[config.mk]
export PLATFORM = sky130hd
export DESIGN_NAME = seg7_scan_sched
export DESIGN_NICKNAME = d
export VERILOG_FILES = /design/src/rtl/seg7_pkg.sv /design/src/rtl/seg7_hex_decode.sv /design/src/rtl/seg7_scan_sched.sv
export SDC_FILE = /design/constraint.sdc
export NUM_CORES = 1
export LEC_CHECK = 0
export BUFFER_PORTS_ARGS = -buffer_cell sky130_fd_sc_hd__buf_2
export CAP_MARGIN = 10
export CORE_MARGIN = 1.5
export CORE_UTILIZATION = 50
export DETAILED_ROUTE_END_ITERATION = 16
export PLACE_DENSITY = 0.7
export SLEW_MARGIN = 20
export SYNTH_ARGS = -nofsm -noshare
export SYNTH_HDL_FRONTEND = slang
export SYNTH_SLANG_ARGS = --single-unit
[constraint.sdc]
create_clock -name clk -period 9.16 [get_ports clk]
set_input_delay 1.374 -clock clk [delete_from_list [all_inputs] [get_ports clk]]
set_output_delay 1.374 -clock clk [all_outputs]
set_load 0.01 [all_outputs]
[src/rtl/seg7_pkg.sv]
// Shared types and constants for the 7-segment scan scheduler.
// Latency: none (declarations only).
// Backpressure: not applicable.
package seg7_pkg;

   // Scheduler states
   typedef logic [1:0] state_t;
   localparam state_t ST_IDLE  = 2'd0;
   localparam state_t ST_SCAN  = 2'd1;
   localparam state_t ST_BLANK = 2'd2;

   // Hex nibble to gfedcba segment pattern, entry 15 first
   localparam logic [15:0][6:0] HEX_SEG = {
      7'h71, 7'h79, 7'h5E, 7'h39,   // F E D C
      7'h7C, 7'h77, 7'h6F, 7'h7F,   // B A 9 8
      7'h07, 7'h7D, 7'h6D, 7'h66,   // 7 6 5 4
      7'h4F, 7'h5B, 7'h06, 7'h3F    // 3 2 1 0
   };

   // Inactive pin levels for a given polarity (al = 1: lit at logic 0)
   function automatic logic [6:0] seg_off(input bit al);
      return {7{al}};
   endfunction

   function automatic logic dp_off(input bit al);
      return al;
   endfunction

   function automatic logic [7:0] dig_off8(input bit al);
      return {8{al}};
   endfunction

endpackage

[src/rtl/seg7_hex_decode.sv]
// Nibble to gfedcba segment pattern lookup (active-high).
// Latency: combinational.
// Backpressure: none.
module seg7_hex_decode
   import seg7_pkg::*;
(
   input  logic [3:0] nib,
   output logic [6:0] seg
);

   assign seg = HEX_SEG[nib];

endmodule

[src/rtl/seg7_scan_sched.sv]
// Round-robin digit scan with blanking gap, PWM brightness and a double-buffered update port.
// Latency: all pins registered; new contents appear at the next frame boundary (or one cycle after capture when idle).
// Backpressure: upd_ready low while the shadow buffer holds an uncopied update.
module seg7_scan_sched
   import seg7_pkg::*;
#(
   parameter int NUM_DIGITS     = 4,
   parameter int DWELL_CYCLES   = 20000,
   parameter int BLANK_CYCLES   = 200,
   parameter int SEG_ACTIVE_LOW = 0,
   parameter int DIG_ACTIVE_LOW = 0
)(
   input  logic                    clk,
   input  logic                    rst_n,
   input  logic                    enable,
   input  logic                    upd_valid,
   output logic                    upd_ready,
   input  logic [4*NUM_DIGITS-1:0] upd_digits,
   input  logic [NUM_DIGITS-1:0]   upd_dp,
   input  logic [NUM_DIGITS-1:0]   upd_blank,
   input  logic [3:0]              brightness,
   output logic [6:0]              seg,
   output logic                    dp,
   output logic [NUM_DIGITS-1:0]   dig_en,
   output logic                    frame_tick
);

   localparam int DW   = $clog2(DWELL_CYCLES + 1);
   localparam int BW   = $clog2(BLANK_CYCLES + 1);
   localparam int IW   = $clog2(NUM_DIGITS);
   localparam int STEP = DWELL_CYCLES / 16;

   localparam logic [6:0]            SEG_OFF  = seg_off(SEG_ACTIVE_LOW != 0);
   localparam logic                  DP_OFF   = dp_off(SEG_ACTIVE_LOW != 0);
   localparam logic [7:0]            DIG_OFF8 = dig_off8(DIG_ACTIVE_LOW != 0);
   localparam logic [NUM_DIGITS-1:0] DIG_OFF  = DIG_OFF8[NUM_DIGITS-1:0];

   state_t                  state, state_n;
   logic [IW-1:0]           idx, idx_n;
   logic [DW-1:0]           dwell, dwell_n;
   logic [DW-1:0]           on_time, on_time_n;
   logic [BW-1:0]           bcnt, bcnt_n;
   logic                    tick_n;

   logic [4*NUM_DIGITS-1:0] act_digits, act_digits_n, sh_digits;
   logic [NUM_DIGITS-1:0]   act_dp, act_dp_n, sh_dp;
   logic [NUM_DIGITS-1:0]   act_blank, act_blank_n, sh_blank;
   logic                    pending, pending_n;
   logic                    capture, copy;

   logic [3:0]              sel_nib;
   logic [6:0]              sel_seg;
   logic                    lit;
   logic [NUM_DIGITS-1:0]   onehot;

   // Next-state of the slot sequencer; enable low forces IDLE from any state
   always_comb begin
      state_n = state;
      idx_n   = idx;
      dwell_n = dwell;
      bcnt_n  = bcnt;
      tick_n  = 1'b0;
      if (!enable) begin
         state_n = ST_IDLE;
         idx_n   = '0;
         dwell_n = '0;
         bcnt_n  = '0;
      end else begin
         case (state)
            ST_IDLE: begin
               state_n = ST_SCAN;
               idx_n   = '0;
               dwell_n = '0;
               bcnt_n  = '0;
            end
            ST_SCAN: begin
               if (dwell == DW'(DWELL_CYCLES - 1)) begin
                  state_n = ST_BLANK;
                  bcnt_n  = '0;
               end else begin
                  dwell_n = dwell + 1'b1;
               end
            end
            ST_BLANK: begin
               if (bcnt == BW'(BLANK_CYCLES - 1)) begin
                  state_n = ST_SCAN;
                  dwell_n = '0;
                  if (idx == IW'(NUM_DIGITS - 1)) begin
                     idx_n  = '0;
                     tick_n = 1'b1;
                  end else begin
                     idx_n = idx + 1'b1;
                  end
               end else begin
                  bcnt_n = bcnt + 1'b1;
               end
            end
            default: begin
               state_n = ST_IDLE;
               idx_n   = '0;
               dwell_n = '0;
               bcnt_n  = '0;
            end
         endcase
      end
   end

   // Brightness is latched only on slot entry so a mid-slot change waits for the next slot
   always_comb begin
      on_time_n = on_time;
      if (state_n == ST_SCAN && dwell_n == '0)
         on_time_n = DW'((32'(brightness) + 32'd1) * STEP);
   end

   // Shadow-to-active transfer and handshake bookkeeping
   always_comb begin
      capture     = upd_valid && upd_ready;
      copy        = pending && (tick_n || state == ST_IDLE);
      pending_n   = capture || (pending && !copy);
      act_digits_n = copy ? sh_digits : act_digits;
      act_dp_n     = copy ? sh_dp     : act_dp;
      act_blank_n  = copy ? sh_blank  : act_blank;
   end

   // Pin values are computed from next-state so outputs line up with the registered state
   always_comb begin
      sel_nib = act_digits_n[{idx_n, 2'b00} +: 4];
      lit     = (state_n == ST_SCAN) && (dwell_n < on_time_n) && !act_blank_n[idx_n];
      onehot  = '0;
      onehot[idx_n] = 1'b1;
   end

   seg7_hex_decode u_dec (
      .nib (sel_nib),
      .seg (sel_seg)
   );

   // Sequencer state registers
   always_ff @(posedge clk or negedge rst_n) begin
      if (!rst_n) begin
         state   <= ST_IDLE;
         idx     <= '0;
         dwell   <= '0;
         bcnt    <= '0;
         on_time <= '0;
      end else begin
         state   <= state_n;
         idx     <= idx_n;
         dwell   <= dwell_n;
         bcnt    <= bcnt_n;
         on_time <= on_time_n;
      end
   end

   // Double buffer: shadow captures on handshake, active reloads from shadow on copy
   always_ff @(posedge clk or negedge rst_n) begin
      if (!rst_n) begin
         sh_digits  <= '0;
         sh_dp      <= '0;
         sh_blank   <= '1;
         act_digits <= '0;
         act_dp     <= '0;
         act_blank  <= '1;
         pending    <= 1'b0;
         upd_ready  <= 1'b0;
      end else begin
         if (capture) begin
            sh_digits <= upd_digits;
            sh_dp     <= upd_dp;
            sh_blank  <= upd_blank;
         end
         act_digits <= act_digits_n;
         act_dp     <= act_dp_n;
         act_blank  <= act_blank_n;
         pending    <= pending_n;
         upd_ready  <= !pending_n;
      end
   end

   // Output pin registers with polarity applied; XOR with the off level flips active-low pins
   always_ff @(posedge clk or negedge rst_n) begin
      if (!rst_n) begin
         seg        <= SEG_OFF;
         dp         <= DP_OFF;
         dig_en     <= DIG_OFF;
         frame_tick <= 1'b0;
      end else begin
         seg        <= lit ? (sel_seg ^ SEG_OFF) : SEG_OFF;
         dp         <= (lit && act_dp_n[idx_n]) ? !DP_OFF : DP_OFF;
         dig_en     <= lit ? (onehot ^ DIG_OFF) : DIG_OFF;
         frame_tick <= tick_n;
      end
   end

endmodule
==> results of run 1 <==
## state kept, by name (all words and copies together) (netlist names)
| signal | flops |
|---|---|
| dig_en | 4 |
| sh_dp | 4 |
| act_blank | 4 |
| dp | 1 |
| pending | 1 |
| sh_digits | 16 |
| sh_blank | 4 |
| act_dp | 4 |
| idx | 2 |
| upd_ready | 1 |
| dwell | 15 |
| on_time | 15 |
| state | 2 |
| bcnt | 8 |
| seg | 7 |
| frame_tick | 1 |
| act_digits | 16 |
## logic make-up after synthesis
| kind of cell | Yosys count |
|---|---|
| multiplexers | 71 |
| adder cells (fa/ha/maj) | 55 |
| flip-flops | 105 |
| AND/OR/NAND/NOR | 170 |
| XOR/XNOR | 12 |
| buffers and inverters | 68 |
| AO/OA/AOI/OAI | 133 |
## stage by stage
stage                     power (mW)  utilization  hold WS, ns  instances
final                           1.85        0.565        0.484        824
after global routing            1.97        0.565        0.513        824
after CTS                       1.86        0.565        0.488        824
after detailed placement        1.44        0.539        0.471        808
after global placement          1.40        0.539        0.460        808
after floorplan                 1.27            -        0.450        614
## placed cells by master, fill, tap and decap left out, types with 5 or more instances in the layout
cell type  count
dfrtp_1       97
ha_1          51
mux2_2        46
buf_2         44
inv_1         40
o21ai_0       36
nand2_1       34
nor2_1        29
nand3_1       21
a21oi_1       20
mux2i_1       17
nor2b_1       12
and3_1        10
nor4_1        10
or4_1          9
a21o_1         9
nand4_1        9
clkbuf_16      9
a222oi_1       8
a31oi_1        8
dfstp_2        8
xnor2_1        7
a211oi_1       6
nand2b_1       6
xor2_1         5
and2_1         5
## cell type report
class | count | share of cell area
Clock inverter | 7 | 0.0140
Sequential cell | 105 | 0.369
Clock buffer | 9 | 0.0315
Inverter | 42 | 0.0220
Tap cell | 172 | 0.0301
Multi-Input combinational cell | 441 | 0.499
Timing Repair Buffer | 48 | 0.0350
## power by group through the flow
stage,clock [mW],sequential [mW],combinational (mW)
4_1_cts,0.423,0.692,0.746
3_5_place_dp,0,0.699,0.743
3_3_place_gp,0,0.690,0.711
6_report,0.413,0.691,0.745
2_1_floorplan,0,0.677,0.591
5_1_grt,0.437,0.708,0.826
## per-layer routing
| layer | vias to the layer above | wire [um] | track usage |
|---|---|---|---|
| met2 | 150 | 6950 | 0.366 |
| met5 | - | 0 | 0 |
| met4 | 0 | 281 | 0.0747 |
| met3 | 21 | 751 | 0.0417 |
| met1 | 2406 | 6190 | 0.287 |
| li1 | 2338 | - | - |
## how the worst min path moves through the flow
stage,startpoint,depth (start not counted),endpoint,slack [ns]
3_3_place_gp,on_time[1],1,on_time[1],0.46
5_1_grt,act_digits[5],1,act_digits[5],0.51
2_1_floorplan,on_time[1],1,on_time[1],0.45
3_5_place_dp,on_time[1],1,on_time[1],0.47
6_report,on_time[1],1,on_time[1],0.48
4_1_cts,on_time[1],1,on_time[1],0.49
## worst max-delay path: stages
cell and delay, ns:
buf_2 0.16, nand3_1 0.10, xnor2_1 0.42, inv_1 0.21
fa_1 0.51, ha_1 0.31, ha_1 0.32, ha_1 0.34
inv_1 0.09, o21bai_1 0.10, a21o_1 0.18, a21oi_1 0.21
o21ai_0 0.15, xnor2_1 0.14, mux2i_1 0.19, ha_1 0.29
nand4_1 0.13, o31ai_1 0.09, a211oi_1 0.27, nand2_1 0.11
o2bb2ai_2 0.41, o221a_1 0.26
==> metrics.md, run 1 <==
| Metric | Value |
|---|---|
| DR WL/cell | `17.2 um` |
| Status | `finished, final reports clean` |
| Die height | `117 um` |
| Area occupied by registers | `2640 um2` |
| Worst reg2reg path depth | `18` |
| Distinct cells, synth | `77` |
| TritonCTS clock tree | `done` |
| CTS root buffer | `clkbuf_16` |
| Post-DP HPWL | `10200 um` |
| Final Worst Setup Slack | `3.09 ns` |
| Post-synth ARST share | `1.00` |
| VDD IR max | `0.195 mV` |
| Initial core utilization | `0.514` |
| Xor/xnor cell area share of the yosys netlist | `0.0161` |
| Worst Tran Pin Value | `1.07 ns` |
| Reg2reg start | `state[1]` |
| Required @ worst endpoint | `9.46 ns` |
| Warnings, synthesis | `0` |
| DR pass1 iterations | `6` |
| Nets | `734` |
| Total number of vias | `4915` |
| Synth area leaders | `dfrtp_1 (37%), ha_1 (9.8%), mux2_2 (8.0%), dfstp_2 (3.2%), o21ai_0 (2.8%)` |
| Total track usage | `0.219` |
| Critical path class | `input port to flip-flop` |
| RSZ-0062 raised after global routing | `no` |
| Footprint of the multi-input gates | `3570 um2` |
| Top cell type's share of synthesized area | `0.373` |
| Iteration-0 DRC Markers | `350` |
| Final slew viol count | `0` |
| Final number of hold-violating endpoints | `0` |
| DRC | `0` |
| Primary FF master, synth | `dfrtp_1` |
| Post-DR vias/cell | `5.96` |
| Dpl ws | `2.76 ns` |
| Routability-driven placement congestion ratio | `0.874` |
| Adder-cell share of the synthesized area | `0.110` |
| Tmin final | `6.07 ns` |
| Area Overhead vs Synth | `9.90%` |
| CP Launch Point | `brightness[0]` |
| Core area | `12700 um2` |
| Die width | `117 um` |
| First-pass GRT wire length | `23100 um` |
| Cell area after placement | `6830 um2` |
| Max Root-Sink Buffers | `2` |
| Leading area contributor after synthesis | `dfrtp_1` |
| Final worst-path cycle share | `0.663` |
| Clk slew on worst S/H paths | `0.07 ns` |
| Worst setup EP type | `flip-flop` |
| Layout cell share with drive strength beyond 1 | `0.218` |
| PD cells | `258 nW/um2` |
| Largest family of logic cells by synthesized area | `compound AO/OA/AOI/OAI gates` |
| Crit path max fanout | `12` |
| Fillers | `1113` |
| Post-synth EDFFs | `0` |
| Most frequent cell after synthesis | `dfrtp_1` |
| Max_cap viols | `0` |
| Mux share of post-synthesis cell area | `0.130` |
| Worst min path class | `flip-flop to flip-flop` |
| Die area | `13700 um2` |
| Worst Setup EP | `seg[5]` |
| Sw Share | `0.362` |
| Setup Buffers After CTS | `0` |
| Post-CTS Hold Fix Bufs | `0` |
| Clk pwr share | `0.223` |
| Number of H-tree levels | `3` |
| Post-Synth Simple-Gate Area | `0.145` |
| Crit Reg-Reg Endpoint | `seg[5]` |
| Final setup viols | `0` |
| CTS resizes | `0` |
| Synth Area in Compound Gates | `0.147` |
| N_diodes | `0` |
| # port buffers | `45` |
| Synth cell count leaders | `dfrtp_1 (97), ha_1 (51), mux2_2 (46), inv_1 (40), o21ai_0 (36)` |
| Detail Route Antenna Nets | `0` |
| Setup Skew | `0.00910 ns` |
| Internal power | `1.18 mW` |
| Clock sink count | `105` |
| Seq/Total Area, Yosys | `0.405` |
| Num ports | `46` |
| Worst EP arrival | `6.37 ns` |
| Pleak | `3.37 nW` |
| Row count | `41` |
| Vias in the first global route | `4646` |
| Post-Synthesis Cells | `614` |
| Gr ovfl total | `0` |
| Slew headroom | `0.286` |
| Avg Cell Area, Syn | `10.6 um2` |
| Startpoint types | `input port` |
| Worst-Skew Late Latency | `0.36 ns` |
| Comb pwr share | `0.403` |
| Post-Syn Area | `6510 um2` |
| Routed wire length | `14200 um` |
| Seq cells post-synth | `105` |
| Sequential share of power | `0.374` |
| Num CTS Buffers | `9` |
| Initial antenna violation count | `0` |
| Finished Cell Area | `7150 um2` |
| Setup TNS Final | `0 ns` |
| R2r setup slk | `3.48 ns` |
| Net Count, Synth | `701` |
| Switching power total | `669 uW` |
| FMAX | `165 MHz` |
| Pin count of the biggest net entering global routing | `55` |
Note: power is estimated with default switching activity, not from simulation.
==> run 2: changes to the inputs <==
--- a/config.mk
+++ b/config.mk
@@ -10,7 +10,7 @@
 export CORE_MARGIN = 1.5
 export CORE_UTILIZATION = 50
 export DETAILED_ROUTE_END_ITERATION = 16
-export PLACE_DENSITY = 0.7
+export PLACE_DENSITY = 0.73
 export SLEW_MARGIN = 20
 export SYNTH_ARGS = -nofsm -noshare
 export SYNTH_HDL_FRONTEND = slang
==> constraint.sdc (replaced) <==
create_clock -name clk -period 5.1 [get_ports clk]
set_input_delay 0.765 -clock clk [delete_from_list [all_inputs] [get_ports clk]]
set_output_delay 0.765 -clock clk [all_outputs]
set_load 0.01 [all_outputs]
==> metrics.md, run 2 (synthesis gave the netlist of run 1 again) <==
| Metric | Value |
|---|---|
| Clk slew on worst S/H paths | `0.07 ns` |
| Die area | `13700 um2` |
| Routability-driven placement congestion ratio | `0.827` |
| Switching power total | `1.23 mW` |
| N_diodes | `0` |
| Number of H-tree levels | `3` |
| Clock sink count | `105` |
| Layout cell share with drive strength beyond 1 | `0.263` |
| Initial antenna violation count | `0` |
| Cell area after placement | `7000 um2` |
| Clk pwr share | `0.218` |
| Slew headroom | `0.317` |
| Final setup viols | `0` |
| Final number of hold-violating endpoints | `0` |
| DR pass1 iterations | `6` |
| Detail Route Antenna Nets | `0` |
| Total number of vias | `5046` |
| Critical path's largest stage delay | `0.47 ns` |
| Pleak | `3.53 nW` |
| Vias in the first global route | `4992` |
| Tmin final | `4.88 ns` |
| Worst min path class | `flip-flop to flip-flop` |
| FMAX | `205 MHz` |
| Cell mode on critical path | `ha_1` |
| Core area | `12700 um2` |
| DR WL/cell | `17.0 um` |
| Die height | `117 um` |
| Gr ovfl total | `0` |
| Setup Skew | `0.0106 ns` |
| Top flop regs | `act_digits (16), sh_digits (16)` |
| # port buffers | `45` |
| Slowest cell on crit path | `fa_1` |
| Internal power | `2.17 mW` |
| Required @ worst endpoint | `5.35 ns` |
| Routed wire length | `14500 um` |
| Sequential share of power | `0.364` |
| Final worst-path cycle share | `0.956` |
| Worst Tran Pin Value | `1.02 ns` |
| CTS root buffer | `clkbuf_16` |
| Tot Pwr | `3.40 mW` |
| Total track usage | `0.224` |
| Finished Cell Area | `7450 um2` |
| Area Overhead vs Synth | `14.4%` |
| Footprint of the multi-input gates | `3670 um2` |
| Row count | `41` |
| Comb pwr share | `0.418` |
| Dpl ws | `-0.401 ns` |
| Initial core utilization | `0.514` |
| Status | `finished, final reports clean` |
| Final Worst Setup Slack | `0.224 ns` |
| First-pass GRT wire length | `24100 um` |
| Post-Route Utilization | `0.588` |
| Worst EP arrival | `5.12 ns` |
| Worst-Skew Late Latency | `0.36 ns` |
| Sw Share | `0.361` |
| Final slew viol count | `0` |
| Critical path class | `input port to flip-flop` |
| VDD IR max | `0.379 mV` |
| Post-DR vias/cell | `5.94` |
| CP cell instances | `buf_2 > buf_4 > inv_1 > ha_1 > inv_1 > ha_1 > ha_1 > fa_1 > a21oi_1 > o21bai_1 > a21o_1 > a21oi_2 > buf_4 > xnor2_1 > mux2i_1 > ha_1 > nand4_1 > o31ai_1 > a211oi_2 > and3_4 > o2bb2ai_4 > and3_1` |
| Fillers | `1064` |
| Nets | `759` |
| Die width | `117 um` |
| DRC | `0` |
| TritonCTS clock tree | `done` |
| Worst setup EP type | `flip-flop` |
| Pin count of the biggest net entering global routing | `74` |
| Max Root-Sink Buffers | `2` |
| Crit path max fanout | `6` |
| Post-DP HPWL | `10400 um` |
| PD cells | `457 nW/um2` |
| Iteration-0 DRC Markers | `380` |
| Num ports | `46` |
| Startpoint types | `input port` |
| Max_cap viols | `0` |
| Area occupied by registers | `2640 um2` |
| Most frequent cells in the layout | `dfrtp_1 (97), ha_1 (49), mux2_2 (46), buf_2 (44), inv_1 (40)` |
| Commonest non-fill, non-tap cell in the layout | `dfrtp_1` |
| Num CTS Buffers | `9` |
-- run 2: critical path, delay by kind of cell --
family                   cells  cell delay (ns)
adder cells (fa/ha/maj)      5             1.69
AO/OA/AOI/OAI                7             1.26
buffers and inverters        5             0.59
AND/OR/NAND/NOR              3             0.57
multiplexers                 1             0.12
XOR/XNOR                     1             0.10
-- run 2: path summary, 6_finish.rpt --
path                               start      endpoint  slack [ns]  depth (start not counted)
max                        brightness[0]     dig_en[1]        0.22                         22
min                           on_time[2]    on_time[2]        0.49                          1
min in group asynchronous          rst_n  sh_digits[2]        0.54                          1
max reg2reg                     dwell[1]     dig_en[3]        0.30                         18
min reg2reg                   on_time[2]    on_time[2]        0.49                          1
max in group asynchronous          rst_n  act_blank[0]        3.57                          2
-- run 2: power by group through the flow --
| stage | Sequential (mW) | Combinational, mW | Clock, mW |
|---|---|---|---|
| 6_report | 1.24 | 1.42 | 0.740 |
| 5_1_grt | 1.27 | 1.58 | 0.787 |
| 4_1_cts | 1.24 | 1.38 | 0.758 |
| 3_5_place_dp | 1.25 | 1.37 | 0 |
| 3_3_place_gp | 1.24 | 1.31 | 0 |
| 2_1_floorplan | 1.22 | 1.06 | 0 |
-- run 2: area by class of cell --
class                           instances  area share
Clock inverter                          7      0.0141
Tap cell                              172      0.0289
Sequential cell                       105       0.354
Clock buffer                            9      0.0302
Multi-Input combinational cell        442       0.493
Inverter                               42      0.0212
Timing Repair Buffer                   72      0.0583
-- run 2: what timing repair did --
item / 4_1_cts / 5_1_grt
gates cloned: 0 / 1
pin swaps: 0 / 4
endpoints found under the hold margin: 0 / 0
setup endpoints to repair: 2 / 12
gates resized for setup: 1 / 15
setup buffers: 0 / 1
hold buffers: 0 / 0
-- run 2: per-stage QoR --
step                setup TNS [ns]  hold slack [ns]  instances
floorplan                        0            0.450        614
global placement             -1.54            0.459        831
detailed placement           -4.28            0.477        831
CTS                              0            0.494        847
global route               -0.0912            0.511        849
finish                           0            0.490        849
-- run 2: layer usage --
metal | GRT usage | vias to the layer above | part of all wire
met3 | 0.0505 | 26 | 0.047
met5 | 0 | - | 0
li1 | - | 2381 | -
met2 | 0.377 | 150 | 0.50
met4 | 0.0667 | 0 | 0.022
met1 | 0.291 | 2489 | 0.43
==> run 3: changes to the inputs <==
--- a/config.mk
+++ b/config.mk
@@ -14,4 +14,5 @@
 export SLEW_MARGIN = 20
 export SYNTH_ARGS = -nofsm -noshare
 export SYNTH_HDL_FRONTEND = slang
+export SYNTH_HIERARCHICAL = 1
 export SYNTH_SLANG_ARGS = --single-unit
==> constraint.sdc (replaced) <==
create_clock -name clk -period 5.1 [get_ports clk]
set_input_delay 0.765 -clock clk [delete_from_list [all_inputs] [get_ports clk]]
set_output_delay 0.765 -clock clk [all_outputs]
set_load 0.02 [all_outputs]
==> metrics.md, run 3 <==
| Metric | Value |
|---|---|
| Final number of hold-violating endpoints | `0` |
| Initial antenna violation count | `0` |
| Final slew viol count | `0` |
| Routed wire length | `14800 um` |
| Core area | `12600 um2` |
| DP Cell Count | `811` |
| Number of H-tree levels | `3` |
| Worst setup EP type | `flip-flop` |
| DR WL/cell | `17.7 um` |
| Avg Cell Area, Syn | `11.0 um2` |
| RSZ-0062 raised after global routing | `yes` |
| Gr ovfl total | `0` |
| Final setup viols | `11` |
| Num CTS Buffers | `9` |
| Routability-driven placement congestion ratio | `0.840` |
| Die height | `116 um` |
| Die area | `13600 um2` |
| Status | `complete, but fails checks` |
| Post-Layout Cell Count | `834` |
| Commonest non-fill, non-tap cell in the layout | `dfrtp_1` |
| Max Root-Sink Buffers | `2` |
| PD cells | `361 nW/um2` |
| Clk slew on worst S/H paths | `0.08 ns` |
| Final Worst Setup Slack | `-0.0937 ns` |
| Post-Route Utilization | `0.610` |
| Seq/Total Area, Yosys | `0.410` |
| Leading area contributor after synthesis | `dfrtp_1` |
| Post-Syn Area | `6440 um2` |
| Post-synth EDFFs | `0` |
| Startpoint types | `input port` |
| Layout cell share with drive strength beyond 1 | `0.349` |
| Synth area leaders | `dfrtp_1 (38%), mux2_2 (11%), ha_1 (10%), dfstp_2 (3.3%), mux2i_1 (3.1%)` |
| Pleak | `3.46 nW` |
| Worst EP arrival | `5.48 ns` |
| Distinct cells, synth | `77` |
| Die width | `116 um` |
| Num ports | `46` |
| Warnings, synthesis | `6` |
| Net Count, Synth | `672` |
| Total number of vias | `4875` |
| Setup TNS Final | `-0.633 ns` |
| N_diodes | `0` |
| Tmin final | `5.19 ns` |
| DR pass1 iterations | `5` |
| Nets | `745` |
| Final worst-path cycle share | `1.02` |
| Max_cap viols | `0` |
| Iteration-0 DRC Markers | `336` |
| Worst-Skew Late Latency | `0.36 ns` |
| Post-DP HPWL | `10500 um` |
| Detail Route Antenna Nets | `0` |
| Worst Tran Pin Value | `1.06 ns` |
| Initial core utilization | `0.512` |
| Violated checks | `negative setup slack` |
| Vias in the first global route | `4936` |
| Worst min path class | `input port to async pin` |
| Critical path class | `input port to flip-flop` |
| Worst reg2reg path depth | `18` |
| Crit path max fanout | `5` |
| Seq cells post-synth | `105` |
| Most frequent cell after synthesis | `dfrtp_1` |
| Dpl ws | `-0.485 ns` |
| Clock sink count | `105` |
| DRC | `0` |
| Required @ worst endpoint | `5.38 ns` |
| Post-synth ARST share | `1.00` |
| Pin count of the biggest net entering global routing | `64` |
| CTS root buffer | `clkbuf_16` |
| Post-DR vias/cell | `5.85` |
| Primary FF master, synth | `dfrtp_1` |
| Most frequent cells in the layout | `dfrtp_1 (96), mux2_2 (65), ha_1 (46), buf_2 (41), buf_4 (41)` |
| Synth cell count leaders | `dfrtp_1 (97), mux2_2 (65), ha_1 (52), nor2_1 (30), nand2_1 (28)` |
| Row count | `41` |
| # port buffers | `45` |
| First-pass GRT wire length | `24100 um` |
| Total track usage | `0.230` |
| Top cell type's share of synthesized area | `0.377` |
| Fillers | `976` |
| Slew headroom | `0.293` |
| Setup Skew | `0.00759 ns` |
| FMAX | `193 MHz` |
| Post-Synthesis Cells | `584` |
| Area Overhead vs Synth | `19.1%` |
| Tot Pwr | `2.77 mW` |
| Top flop regs | `act_digits (16), sh_digits (16)` |
| TritonCTS clock tree | `done` |
| VDD IR max | `0.177 mV` |
run 3: cell types whose count changed in the layout (fill, tap and decap cells not counted), sizes merged, moves of 5 or more:
| cell | change |
|---|---|
| a222oi | -8 |
| a22o | +5 |
| a31oi | -6 |
| buf | +18 |
| inv | -14 |
| mux2 | +19 |
| nand2 | -6 |
| nor2b | -7 |
| nor3 | +6 |
| nor3b | +6 |
| o21ai | -12 |
| or4 | -6 |
run 3: metrics by stage:
stage	cell area (um2)	hold WS [ns]
floorplan	6510	0.457
global placement	7080	0.471
detailed placement	7080	0.484
CTS	7480	0.408
global route	7670	0.428
finish	7670	0.391
run 3: layer usage:
layer	share of wire	routed length, um	global-route usage	up-vias
li1	-	-	-	2288
met1	0.44	6440	0.280	2446
met2	0.51	7530	0.413	119
met3	0.040	588	0.0503	22
met4	0.016	233	0.0634	0
met5	0	0	0	-
run 3: path summary, 6_finish.rpt:
kind | slack (ns) | start | endpoint
min | 0.39 | rst_n | act_dp[1]
max reg2reg | 0.02 | state[0] | seg[5]
min reg2reg | 0.50 | act_dp[3] | act_dp[3]
min in group clk | 0.50 | act_dp[3] | act_dp[3]
max | -0.09 | brightness[0] | seg[5]
max in group asynchronous | 3.51 | rst_n | sh_digits[4]
run 3: logic make-up after synthesis:
kind of cell               synth area share
and+or+nand+nor                       0.138
buffers and inverters                0.0420
adders and majority gates             0.114
DFF                                   0.410
xor gates and xnor gates             0.0245
AOI/OAI and AO/OA                     0.121
muxes                                 0.151
run 3: area by class of cell:
class / instances / area (um2) / area share
clock buffers: 10 / 229 / 0.0299
clock inverters: 6 / 61.3 / 0.00800
inverters: 25 / 93.8 / 0.0122
multi-input cells: 425 / 3780 / 0.492
flip-flops and latches: 105 / 2640 / 0.344
well taps: 172 / 215 / 0.0281
repair buffers: 91 / 653 / 0.0852
run 3: critical path, stage by stage:
cell       delay [ns]
buf_12           0.09
nand3_4          0.08
xnor2_2          0.19
inv_2            0.07
fa_1             0.55
ha_2             0.17
inv_2            0.04
fa_1             0.57
inv_2            0.05
ha_4             0.21
nor2b_4          0.12
o21a_1           0.22
o41ai_2          0.32
xnor2_1          0.18
mux2i_1          0.11
ha_1             0.33
nand4_1          0.12
nor2_2           0.06
a221oi_2         0.24
o2111ai_2        0.14
a211oi_2         0.32
nand3_2          0.16
buf_6            0.19
nor3b_4          0.18
run 3: timing repair:
| item | CTS | global route |
|---|---|---|
| pin swaps | 8 | 28 |
| cloned | 1 | 1 |
| endpoints found under the setup margin | 11 | 12 |
| hold buffers | 0 | 0 |
| buffers inserted | 2 | 3 |
| resized for setup | 16 | 35 |
run 3: report_power, final:
part	internal [mW]	switching (mW)	total [mW]
clock network	0.344	0.334	0.677
registers	1.03	0.0736	1.11
logic	0.514	0.467	0.981
total	1.89	0.874	2.77
